File: src/rtl/pipelined_loop_controller_pkg.sv
// Shared types and constants for the pipelined loop controller.
// Holds the scheduler state encoding and the counter-width helper.
package pipelined_loop_controller_pkg;

    typedef enum logic [1:0] {
        IDLE  = 2'd0,
        ISSUE = 2'd1,
        DRAIN = 2'd2
    } state_t;

    localparam int DEFAULT_W = 32;

    // A modulo-n counter needs at least one bit even when n is 1.
    function automatic int cnt_width(input int n);
        return (n > 1) ? $clog2(n) : 1;
    endfunction

endpackage

File: src/rtl/pipelined_loop_controller_if.sv
// Handshake between the parent control FSM and the loop scheduler,
// plus the per-iteration signals the scheduler presents to the datapath.
interface pipelined_loop_controller_if #(
    parameter int W = pipelined_loop_controller_pkg::DEFAULT_W
);
    logic         start;
    logic         stall;
    logic         issue;
    logic [W-1:0] iter;
    logic         first_iter;
    logic         last_iter;
    logic         busy;
    logic         done;

    modport master (
        output start,
        output stall,
        input  issue,
        input  iter,
        input  first_iter,
        input  last_iter,
        input  busy,
        input  done
    );

    modport slave (
        input  start,
        input  stall,
        output issue,
        output iter,
        output first_iter,
        output last_iter,
        output busy,
        output done
    );
endinterface

File: src/rtl/pipelined_loop_controller_ii_tick_gen.sv
// Modulo-II counter with synchronous clear and enable; tick marks the
// cycles on which the counter sits at zero.
module pipelined_loop_controller_ii_tick_gen
    import pipelined_loop_controller_pkg::*;
#(
    parameter int II = 1
) (
    input  logic clk,
    input  logic rst,
    input  logic clear,
    input  logic enable,
    output logic tick
);
    localparam int            CW   = cnt_width(II);
    localparam logic [CW-1:0] LAST = CW'(II - 1);

    logic [CW-1:0] ii_cnt;

    if (II < 1) begin : g_bad_ii
        $error("II must be at least 1");
    end

    always_ff @(posedge clk) begin
        if (rst || clear) begin
            ii_cnt <= '0;
        end else if (enable) begin
            ii_cnt <= (ii_cnt == LAST) ? '0 : ii_cnt + 1'b1;
        end
    end

    assign tick = (ii_cnt == '0);

endmodule

File: src/rtl/pipelined_loop_controller.sv
// Scheduler for one pipelined loop: issues TRIP_COUNT iterations spaced II
// enabled cycles apart, then waits DEPTH enabled cycles before signalling done.
module pipelined_loop_controller
    import pipelined_loop_controller_pkg::*;
#(
    parameter int TRIP_COUNT = 8,
    parameter int II         = 1,
    parameter int DEPTH      = 3,
    parameter int W          = DEFAULT_W
) (
    input  logic                          clk,
    input  logic                          rst,
    pipelined_loop_controller_if.slave    bus
);
    localparam int            DW         = cnt_width(DEPTH);
    localparam logic [W-1:0]  LAST_ITER  = W'(TRIP_COUNT - 1);
    localparam logic [DW-1:0] LAST_DRAIN = DW'(DEPTH - 1);

    if (TRIP_COUNT < 1) begin : g_bad_trip
        $error("TRIP_COUNT must be at least 1");
    end
    if (DEPTH < 1) begin : g_bad_depth
        $error("DEPTH must be at least 1");
    end
    if (W < 31 && TRIP_COUNT > (1 << W)) begin : g_bad_width
        $error("TRIP_COUNT does not fit in W bits");
    end

    state_t        state;
    logic [W-1:0]  iter;
    logic [DW-1:0] drain_cnt;
    logic          busy_q;
    logic          tick;
    logic          in_issue;
    logic          in_drain;
    logic          issue_now;
    logic          last_now;
    logic          done_now;

    assign in_issue = (state == ISSUE);
    assign in_drain = (state == DRAIN);

    // Held at zero outside ISSUE so every run starts with an immediate issue.
    pipelined_loop_controller_ii_tick_gen #(
        .II (II)
    ) u_ii_tick_gen (
        .clk    (clk),
        .rst    (rst),
        .clear  (!in_issue),
        .enable (in_issue && !bus.stall),
        .tick   (tick)
    );

    assign issue_now = in_issue && tick && !bus.stall;
    assign last_now  = issue_now && (iter == LAST_ITER);
    assign done_now  = in_drain && (drain_cnt == LAST_DRAIN) && !bus.stall;

    always_ff @(posedge clk) begin
        if (rst) begin
            state     <= IDLE;
            iter      <= '0;
            drain_cnt <= '0;
            busy_q    <= 1'b0;
        end else begin
            case (state)
                IDLE: begin
                    if (bus.start) begin
                        state  <= ISSUE;
                        iter   <= '0;
                        busy_q <= 1'b1;
                    end
                end
                ISSUE: begin
                    if (last_now) begin
                        state     <= DRAIN;
                        iter      <= '0;
                        drain_cnt <= '0;
                    end else if (issue_now) begin
                        iter <= iter + 1'b1;
                    end
                end
                DRAIN: begin
                    if (done_now) begin
                        state     <= IDLE;
                        drain_cnt <= '0;
                        busy_q    <= 1'b0;
                    end else if (!bus.stall) begin
                        drain_cnt <= drain_cnt + 1'b1;
                    end
                end
                default: begin
                    state  <= IDLE;
                    busy_q <= 1'b0;
                end
            endcase
        end
    end

    assign bus.issue      = issue_now;
    assign bus.iter       = iter;
    assign bus.first_iter = issue_now && (iter == '0);
    assign bus.last_iter  = last_now;
    assign bus.busy       = busy_q;
    assign bus.done       = done_now;

endmodule

File: src/flat_wrapper.sv
// flat-port wrapper written by rule: the top's interface ports become plain ports
module pipelined_loop_controller_flat import pipelined_loop_controller_pkg::*;
#(
    parameter int TRIP_COUNT = 8,
    parameter int II         = 1,
    parameter int DEPTH      = 3,
    parameter int W          = DEFAULT_W
)
  (clk, rst, bus_start, bus_stall, bus_issue, bus_iter, bus_first_iter, bus_last_iter, bus_busy, bus_done);
  pipelined_loop_controller_if #(.W(W)) bus_i ();
  input  logic clk;
  input  logic rst;
  input wire logic [$bits(bus_i.start)-1:0] bus_start;
  input wire logic [$bits(bus_i.stall)-1:0] bus_stall;
  output wire logic [$bits(bus_i.issue)-1:0] bus_issue;
  output wire logic [$bits(bus_i.iter)-1:0] bus_iter;
  output wire logic [$bits(bus_i.first_iter)-1:0] bus_first_iter;
  output wire logic [$bits(bus_i.last_iter)-1:0] bus_last_iter;
  output wire logic [$bits(bus_i.busy)-1:0] bus_busy;
  output wire logic [$bits(bus_i.done)-1:0] bus_done;
  assign bus_i.start = bus_start;
  assign bus_i.stall = bus_stall;
  assign bus_issue = bus_i.issue;
  assign bus_iter = bus_i.iter;
  assign bus_first_iter = bus_i.first_iter;
  assign bus_last_iter = bus_i.last_iter;
  assign bus_busy = bus_i.busy;
  assign bus_done = bus_i.done;
  pipelined_loop_controller #(.TRIP_COUNT(TRIP_COUNT), .II(II), .DEPTH(DEPTH), .W(W)) u_core (.clk(clk), .rst(rst), .bus(bus_i));
endmodule
File: config.mk
export PLATFORM = sky130hd
export DESIGN_NAME = pipelined_loop_controller_flat
export DESIGN_NICKNAME = d
export VERILOG_FILES = /design/src/rtl/pipelined_loop_controller_pkg.sv /design/src/rtl/pipelined_loop_controller_if.sv /design/src/rtl/pipelined_loop_controller_ii_tick_gen.sv /design/src/rtl/pipelined_loop_controller.sv /design/src/flat_wrapper.sv
export SDC_FILE = /design/constraint.sdc
export NUM_CORES = 1
export LEC_CHECK = 0
export ABC_CLOCK_PERIOD_IN_PS = 4100
export CORE_MARGIN = 5
export CORE_UTILIZATION = 45
export CTS_BUF_LIST = sky130_fd_sc_hd__clkbuf_8 sky130_fd_sc_hd__clkbuf_16
export CTS_CLUSTER_SIZE = 28
export DETAILED_ROUTE_END_ITERATION = 10
export PLACE_DENSITY = 0.72
export SLEW_MARGIN = 20
export SYNTH_ARGS = -nofsm -noshare
export SYNTH_HDL_FRONTEND = slang
export SYNTH_SLANG_ARGS = --single-unit
File: constraint.sdc
create_clock -name clk -period 4.1 [get_ports clk]
set_clock_uncertainty 0.15 [all_clocks]
set_input_delay 0.82 -clock clk [delete_from_list [all_inputs] [get_ports clk]]
set_output_delay 0.82 -clock clk [all_outputs]
set_load 0.1 [all_outputs]
==> impl_metrics.yaml, run 1 <==
placement:
  dp_hpwl_mm: 3.146
  portBuffers: 40
  gp_congestion: 0.8070
  postPlaceCellArea_mm2: 0.002386
power:
  internal_power_uw: 503.6
  p_seq_frac: 0.529
  leakagePower_nw: 0.8162
  p_sw_frac: 0.2771
  p_per_area_mw_per_mm2: 282.2
  combPwrFrac: 0.125
  netSwitchingPower_uw: 193.0
  fin_total_pwr_uw: 696.7
  power_frac_clock: 0.346
  peakVddDrop_mv: 0.1909
clock_tree:
  max-clock-path-buffers: 2
  clk_latency_ns: 0.29
  numCtsBuffers: 5
  cts.hold.buffers_added: 0
  cts-root-buf: "clkbuf_8"
  path_clk_slew_ns: 0.07
  cts_setup_buffers: 0
  cts_tree: "yes"
  ctsResizeCount: 0
  cts_max_level: 2
  clock-sinks: 37
routing:
  num_vias: 1669
  dr.pass1.iters: 4
  ant_nets: 0
  drc: 0
  via_per_inst: 5.367
  wire_per_inst_um: 13.92
  drtIter0Drc: 75
  totalWireLength_mm: 4.330
synth:
  yosysWarnings: 0
  netlist_top_cells_area: "dfxtp_1 (38%), xor2_1 (10%), nor2_1 (5.8%), nand4_1 (4.5%), nand3_1 (4.1%)"
  synth_edf_count: 0
  yosys.area.top_type: "dfxtp_1"
  synth.distinct_cells: 40
  synthesis.area_mm2: 0.001957
  synth.top_cell.area_share: 0.3785
  synthFlopType: "dfxtp_1"
  syn_inst: 217
  async_reset_ff_frac: 0
  synth.most_common_cell: "dfxtp_1"
  synth_common_cells: "dfxtp_1 (37), nor2_1 (30), xor2_1 (23)"
  ys_ff_latch: 37
  yosysSeqAreaShare: 0.3785
  synth_nets: 224
  syn_avg_cell_area_um2: 9.018
critical_path:
  regToRegStartpoint: "u_core.bus.iter[8]"
  worstPathMaxFanout: 8
  critPathKind: "input port to primary output"
  reg2reg_depth: 5
  crit_path_start_kind: "input port"
  arrival_ns: 2.19
  r2r_setup_slack_ns: 1.69
  rr_endpoint: "u_core.bus.iter[23]"
  crit_path_end_kind: "primary output"
  crit_required_ns: 3.13
sta:
  timing.hold.ws_ns: 0.3272
  max_freq_mhz: 316.1
  relSlewSlack: 0.3432
  period_share: 0.7715
  rsz0062_at_grt: "no"
  hold_viol: 0
  finalMaxSlewViolations: 0
  fin_crit_ns: 3.163
  tightest_slew_ns: 0.9822
  tns_ns: 0
  setup_viol: 0
global_route:
  grtUsageTotal: 0.1530
  antenna_found_initial: 0
  overflow: 0
  grt_pass1_wl_mm: 7.376
  grt_pass1_vias: 1569
  grt_max_degree: 21
layout:
  layout.nets: 265
  final_area_mm2: 0.002469
  area_delta_synth_final_pct: 26.15
  drive_gt1_frac: 0.1390
  fillCellCount: 401
  antennaDiodeCount: 0
hold_path:
  hp-start: "u_core.drain_cnt[1]"
  min_to: "u_core.drain_cnt[1]"
  holdCritPathClass: "flop to flop"
  whs_path_depth: 2
floorplanning:
  die_x_um: 75.95
  die_h_um: 75.95
  rows: 24
  dieArea_mm2: 0.005768
  ios: 41
  start_util: 0.4557
  fp.coreArea_mm2: 0.004294
job:
  drv_cap: 0
outcome:
  outcome: "finished clean"
==> worst max-delay path: stages <==
cell and delay (ns):
clkdlybuf4s50_1 0.53, nor4_4 0.36, nand3_4 0.17, inv_1 0.13
buf_12 0.18
==> final cells by class <==
type                    instances  area (µm²)  share of cell area
clock buffers                   5       68.82             0.02788
clock inverters                 3       13.76            0.005575
inverters                       9       33.78             0.01368
multi-input cells             164        1124              0.4551
flip-flops and latches         37       740.7              0.3001
well taps                      52       65.06             0.02636
repair buffers                 41       422.9              0.1713
==> worst max path at each step <==
stage	start	to	slack, ns	cells past startpoint
6_report	bus_stall	bus_last_iter	0.94	5
2_1_floorplan	u_core.bus.iter[0]	bus_last_iter	0.60	5
4_1_cts	bus_stall	bus_last_iter	0.93	5
5_1_grt	bus_stall	bus_last_iter	0.82	5
3_5_place_dp	bus_stall	u_core.bus.iter[23]	0.77	6
3_3_place_gp	bus_stall	u_core.bus.iter[29]	0.84	6
==> through the flow <==
stage / utilization / setup slack [ns] / std cells
3_3_place_gp: 0.5557 / 0.8404 / 303
3_5_place_dp: 0.5557 / 0.7690 / 303
4_1_cts: 0.5749 / 0.9287 / 311
2_1_floorplan: - / 0.6033 / 217
5_1_grt: 0.5749 / 0.8199 / 311
6_report: 0.5749 / 0.9368 / 311
==> metal layers <==
metal / track usage / part of all wire / up-vias
met5: 0 / 0 / -
met4: 0.06762 / 0.013 / 0
met3: 0.03910 / 0.053 / 5
met2: 0.2372 / 0.48 / 37
met1: 0.1988 / 0.46 / 789
li1: - / - / 838
==> placed cells by master (no fill, tap or decap), types with 3 or more instances in the layout <==
cell type | synthesis | layout
a21oi_1 | 7 | 7
ha_1 | 3 | 3
clkbuf_8 | 0 | 5
and4_1 | 3 | 3
dfxtp_1 | 37 | 37
xor2_1 | 23 | 23
inv_1 | 9 | 10
and3_1 | 4 | 4
xnor2_1 | 5 | 5
clkdlybuf4s50_1 | 0 | 36
nand4_1 | 14 | 14
nand3_1 | 16 | 16
nor2_1 | 30 | 30
nor4_1 | 5 | 5
or3_1 | 3 | 3
nand2_1 | 12 | 12
o21ai_0 | 3 | 3
buf_4 | 0 | 3
nor2_2 | 9 | 9
==> cell families (layout without fill, tap and decap cells) <==
kind of cell / after synthesis / in the layout / share of synthesized area
AO/OA/AOI/OAI: 19 / 19 / 0.08696
XOR/XNOR: 28 / 28 / 0.1253
adder cells (fa/ha/maj): 3 / 3 / 0.01918
buffers and inverters: 16 / 58 / 0.04731
flip-flops: 37 / 37 / 0.3785
AND/OR/NAND/NOR: 114 / 114 / 0.3427
==> power by group through the flow <==
| stage | sequential (mW) | combinational (mW) | clock (mW) |
|---|---|---|---|
| 3_5_place_dp | 0.377 | 0.0879 | 0 |
| 3_3_place_gp | 0.377 | 0.0874 | 0 |
| 6_report | 0.369 | 0.0871 | 0.241 |
| 4_1_cts | 0.369 | 0.0879 | 0.248 |
| 5_1_grt | 0.370 | 0.0928 | 0.259 |
| 2_1_floorplan | 0.399 | 0.0479 | 0 |
==> state kept, by name, summed over array words and instances, names as in the netlist <==
signal / cells
u_core.drain_cnt: 2
u_core.state: 2
u_core.bus.busy: 1
u_core.bus.iter: 32
Power figures use the tool's default switching activity.
==> inputs of run 2 (changes only) <==
--- a/config.mk
+++ b/config.mk
@@ -5,13 +5,13 @@
 export SDC_FILE = /design/constraint.sdc
 export NUM_CORES = 1
 export LEC_CHECK = 0
-export ABC_CLOCK_PERIOD_IN_PS = 4100
+export ABC_CLOCK_PERIOD_IN_PS = 2700
 export CORE_MARGIN = 5
 export CORE_UTILIZATION = 45
 export CTS_BUF_LIST = sky130_fd_sc_hd__clkbuf_8 sky130_fd_sc_hd__clkbuf_16
 export CTS_CLUSTER_SIZE = 28
 export DETAILED_ROUTE_END_ITERATION = 10
-export PLACE_DENSITY = 0.72
+export PLACE_DENSITY = 0.75
 export SLEW_MARGIN = 20
 export SYNTH_ARGS = -nofsm -noshare
 export SYNTH_HDL_FRONTEND = slang
==> constraint.sdc (replaced) <==
create_clock -name clk -period 2.7 [get_ports clk]
set_clock_uncertainty 0.15 [all_clocks]
set_input_delay 0.54 -clock clk [delete_from_list [all_inputs] [get_ports clk]]
set_output_delay 0.54 -clock clk [all_outputs]
set_load 0.1 [all_outputs]
==> run 2 against run 1 <==
Net effect:
- design area up 3.2%
- clock power up 140%
- routed wire length increased by 1.2%
- largest cell class unchanged
- sequential cell count did not move
- clock-buffer cell count unchanged
- die area is the same
- final cell count rose by 2.6%
- sequential power grew 52%
- highest routed layer unchanged
- global-route usage about the same
==> impl_metrics.yaml, run 2 (same netlist as run 1, synthesis figures left out) <==
outcome:
  outcome: "finished clean"
layout:
  final_area_mm2: 0.002547
  largest_reg_flops: 32
  layout.nets: 273
  drive_gt1_frac: 0.3221
  utilization: 0.5932
  antennaDiodeCount: 0
  stdcell_count: 319
  fillCellCount: 374
  top_register: "u_core.bus.iter"
  layout_common_cells: "buf_4 (41), dfxtp_1 (31), nor2_1 (30), xor2_1 (23), nand3_1 (16)"
  top_regs: "u_core.bus.iter x32, u_core.drain_cnt x2, u_core.state x2"
  layout_commonest_cell: "buf_4"
  area_delta_synth_final_pct: 30.18
global_route:
  grtUsageTotal: 0.1530
  grt_pass1_vias: 1586
  grt_max_degree: 33
  grt_pass1_wl_mm: 7.465
  antenna_found_initial: 0
  overflow: 0
hold_path:
  holdCritPathClass: "flop to flop"
power:
  peakVddDrop_mv: 0.2164
  p_per_area_mw_per_mm2: 500.2
  power_frac_clock: 0.449
  fin_total_pwr_mw: 1.274
  p_sw_frac: 0.2435
  p_seq_frac: 0.440
  internal_power_uw: 964.0
  netSwitchingPower_uw: 310.3
  leakagePower_nw: 0.9450
  combPwrFrac: 0.112
critical_path:
  reg2reg_depth: 7
  crit_required_ns: 2.01
  critPathKind: "flop to primary output"
  cp-endpoint: "bus_first_iter"
  rr_endpoint: "u_core.bus.iter[18]"
  regToRegStartpoint: "u_core.bus.iter[4]"
  crit_path_start: "u_core.bus.iter[4]"
  r2r_setup_slack_ns: 0.54
  crit_path_end_kind: "primary output"
  arrival_ns: 1.83
  crit_path_start_kind: "flop"
  worstPathMaxFanout: 8
sta:
  tightest_slew_ns: 0.5128
  worst_slack_ns: 0.1813
  max_freq_mhz: 397.0
  period_share: 0.9328
  hold_viol: 0
  setup_viol: 0
  finalMaxSlewViolations: 0
  timing.hold.ws_ns: 0.3222
  rsz0062_at_grt: "no"
  tns_ns: 0
  fin_crit_ns: 2.519
  relSlewSlack: 0.6556
routing:
  via_per_inst: 5.282
  drc: 0
  ant_nets: 0
  totalWireLength_mm: 4.383
  drtIter0Drc: 66
  dr.pass1.iters: 4
  num_vias: 1685
  wire_per_inst_um: 13.74
job:
  drv_cap: 0
clock_tree:
  clk_latency_ns: 0.29
  clock-sinks: 37
  max-clock-path-buffers: 2
  cts_tree: "yes"
  cts_max_level: 2
  cts-root-buf: "clkbuf_8"
  numCtsBuffers: 5
  cts_setup_buffers: 0
  ctsResizeCount: 0
  cts.hold.buffers_added: 0
  path_clk_slew_ns: 0.08
placement:
  gp_congestion: 0.8199
  dp_hpwl_mm: 3.221
  dp_worst_setup_slack_ns: 0.1269
  dp.cells: 311
  postPlaceCellArea_mm2: 0.002414
  portBuffers: 40
floorplanning:
  die_x_um: 75.95
  dieArea_mm2: 0.005768
  ios: 41
  die_h_um: 75.95
  rows: 24
  start_util: 0.4557
  fp.coreArea_mm2: 0.004294
[run 2: worst min path at each step]
stage / cells after the start / slack [ns] / end / from
floorplan: 2 / 0.29 / u_core.drain_cnt[1] / u_core.drain_cnt[1]
global placement: 2 / 0.31 / u_core.drain_cnt[1] / u_core.drain_cnt[1]
detailed placement: 2 / 0.32 / u_core.drain_cnt[1] / u_core.drain_cnt[1]
CTS: 2 / 0.33 / u_core.drain_cnt[1] / u_core.drain_cnt[1]
global route: 2 / 0.36 / u_core.drain_cnt[1] / u_core.drain_cnt[1]
finish: 2 / 0.32 / u_core.drain_cnt[1] / u_core.drain_cnt[1]
[run 2: power by group through the flow]
stage / logic (mW) / clock network, mW / registers [mW]
4_1_cts: 0.143 / 0.581 / 0.561
3_3_place_gp: 0.141 / 0 / 0.573
6_report: 0.142 / 0.572 / 0.560
2_1_floorplan: 0.0728 / 0 / 0.606
3_5_place_dp: 0.143 / 0 / 0.574
5_1_grt: 0.151 / 0.604 / 0.561
[run 2: cell type report]
cell class                 count  area [µm²]  area share
timing repair buffer          49       437.9      0.1719
tap                           52       65.06     0.02554
clock inverter                 3       65.06     0.02554
inverter                       9       37.54     0.01473
multi-input combinational    164        1125      0.4416
clock buffer                   5       68.82     0.02701
sequential                    37       748.2      0.2937
[run 2: routing by layer]
| metal | up-vias | global-route usage | wire length [µm] |
|---|---|---|---|
| met3 | 7 | 0.03436 | 159 |
| met4 | 0 | 0.06406 | 85 |
| met5 | - | 0 | 0 |
| met1 | 797 | 0.1931 | 2034 |
| li1 | 853 | - | - |
| met2 | 28 | 0.2491 | 2104 |
[run 2: critical path: stages, from the launching register on]
cell	delay, ns
dfxtp_2	0.37
or4_4	0.58
nor3_1	0.14
and4_2	0.27
buf_12	0.18
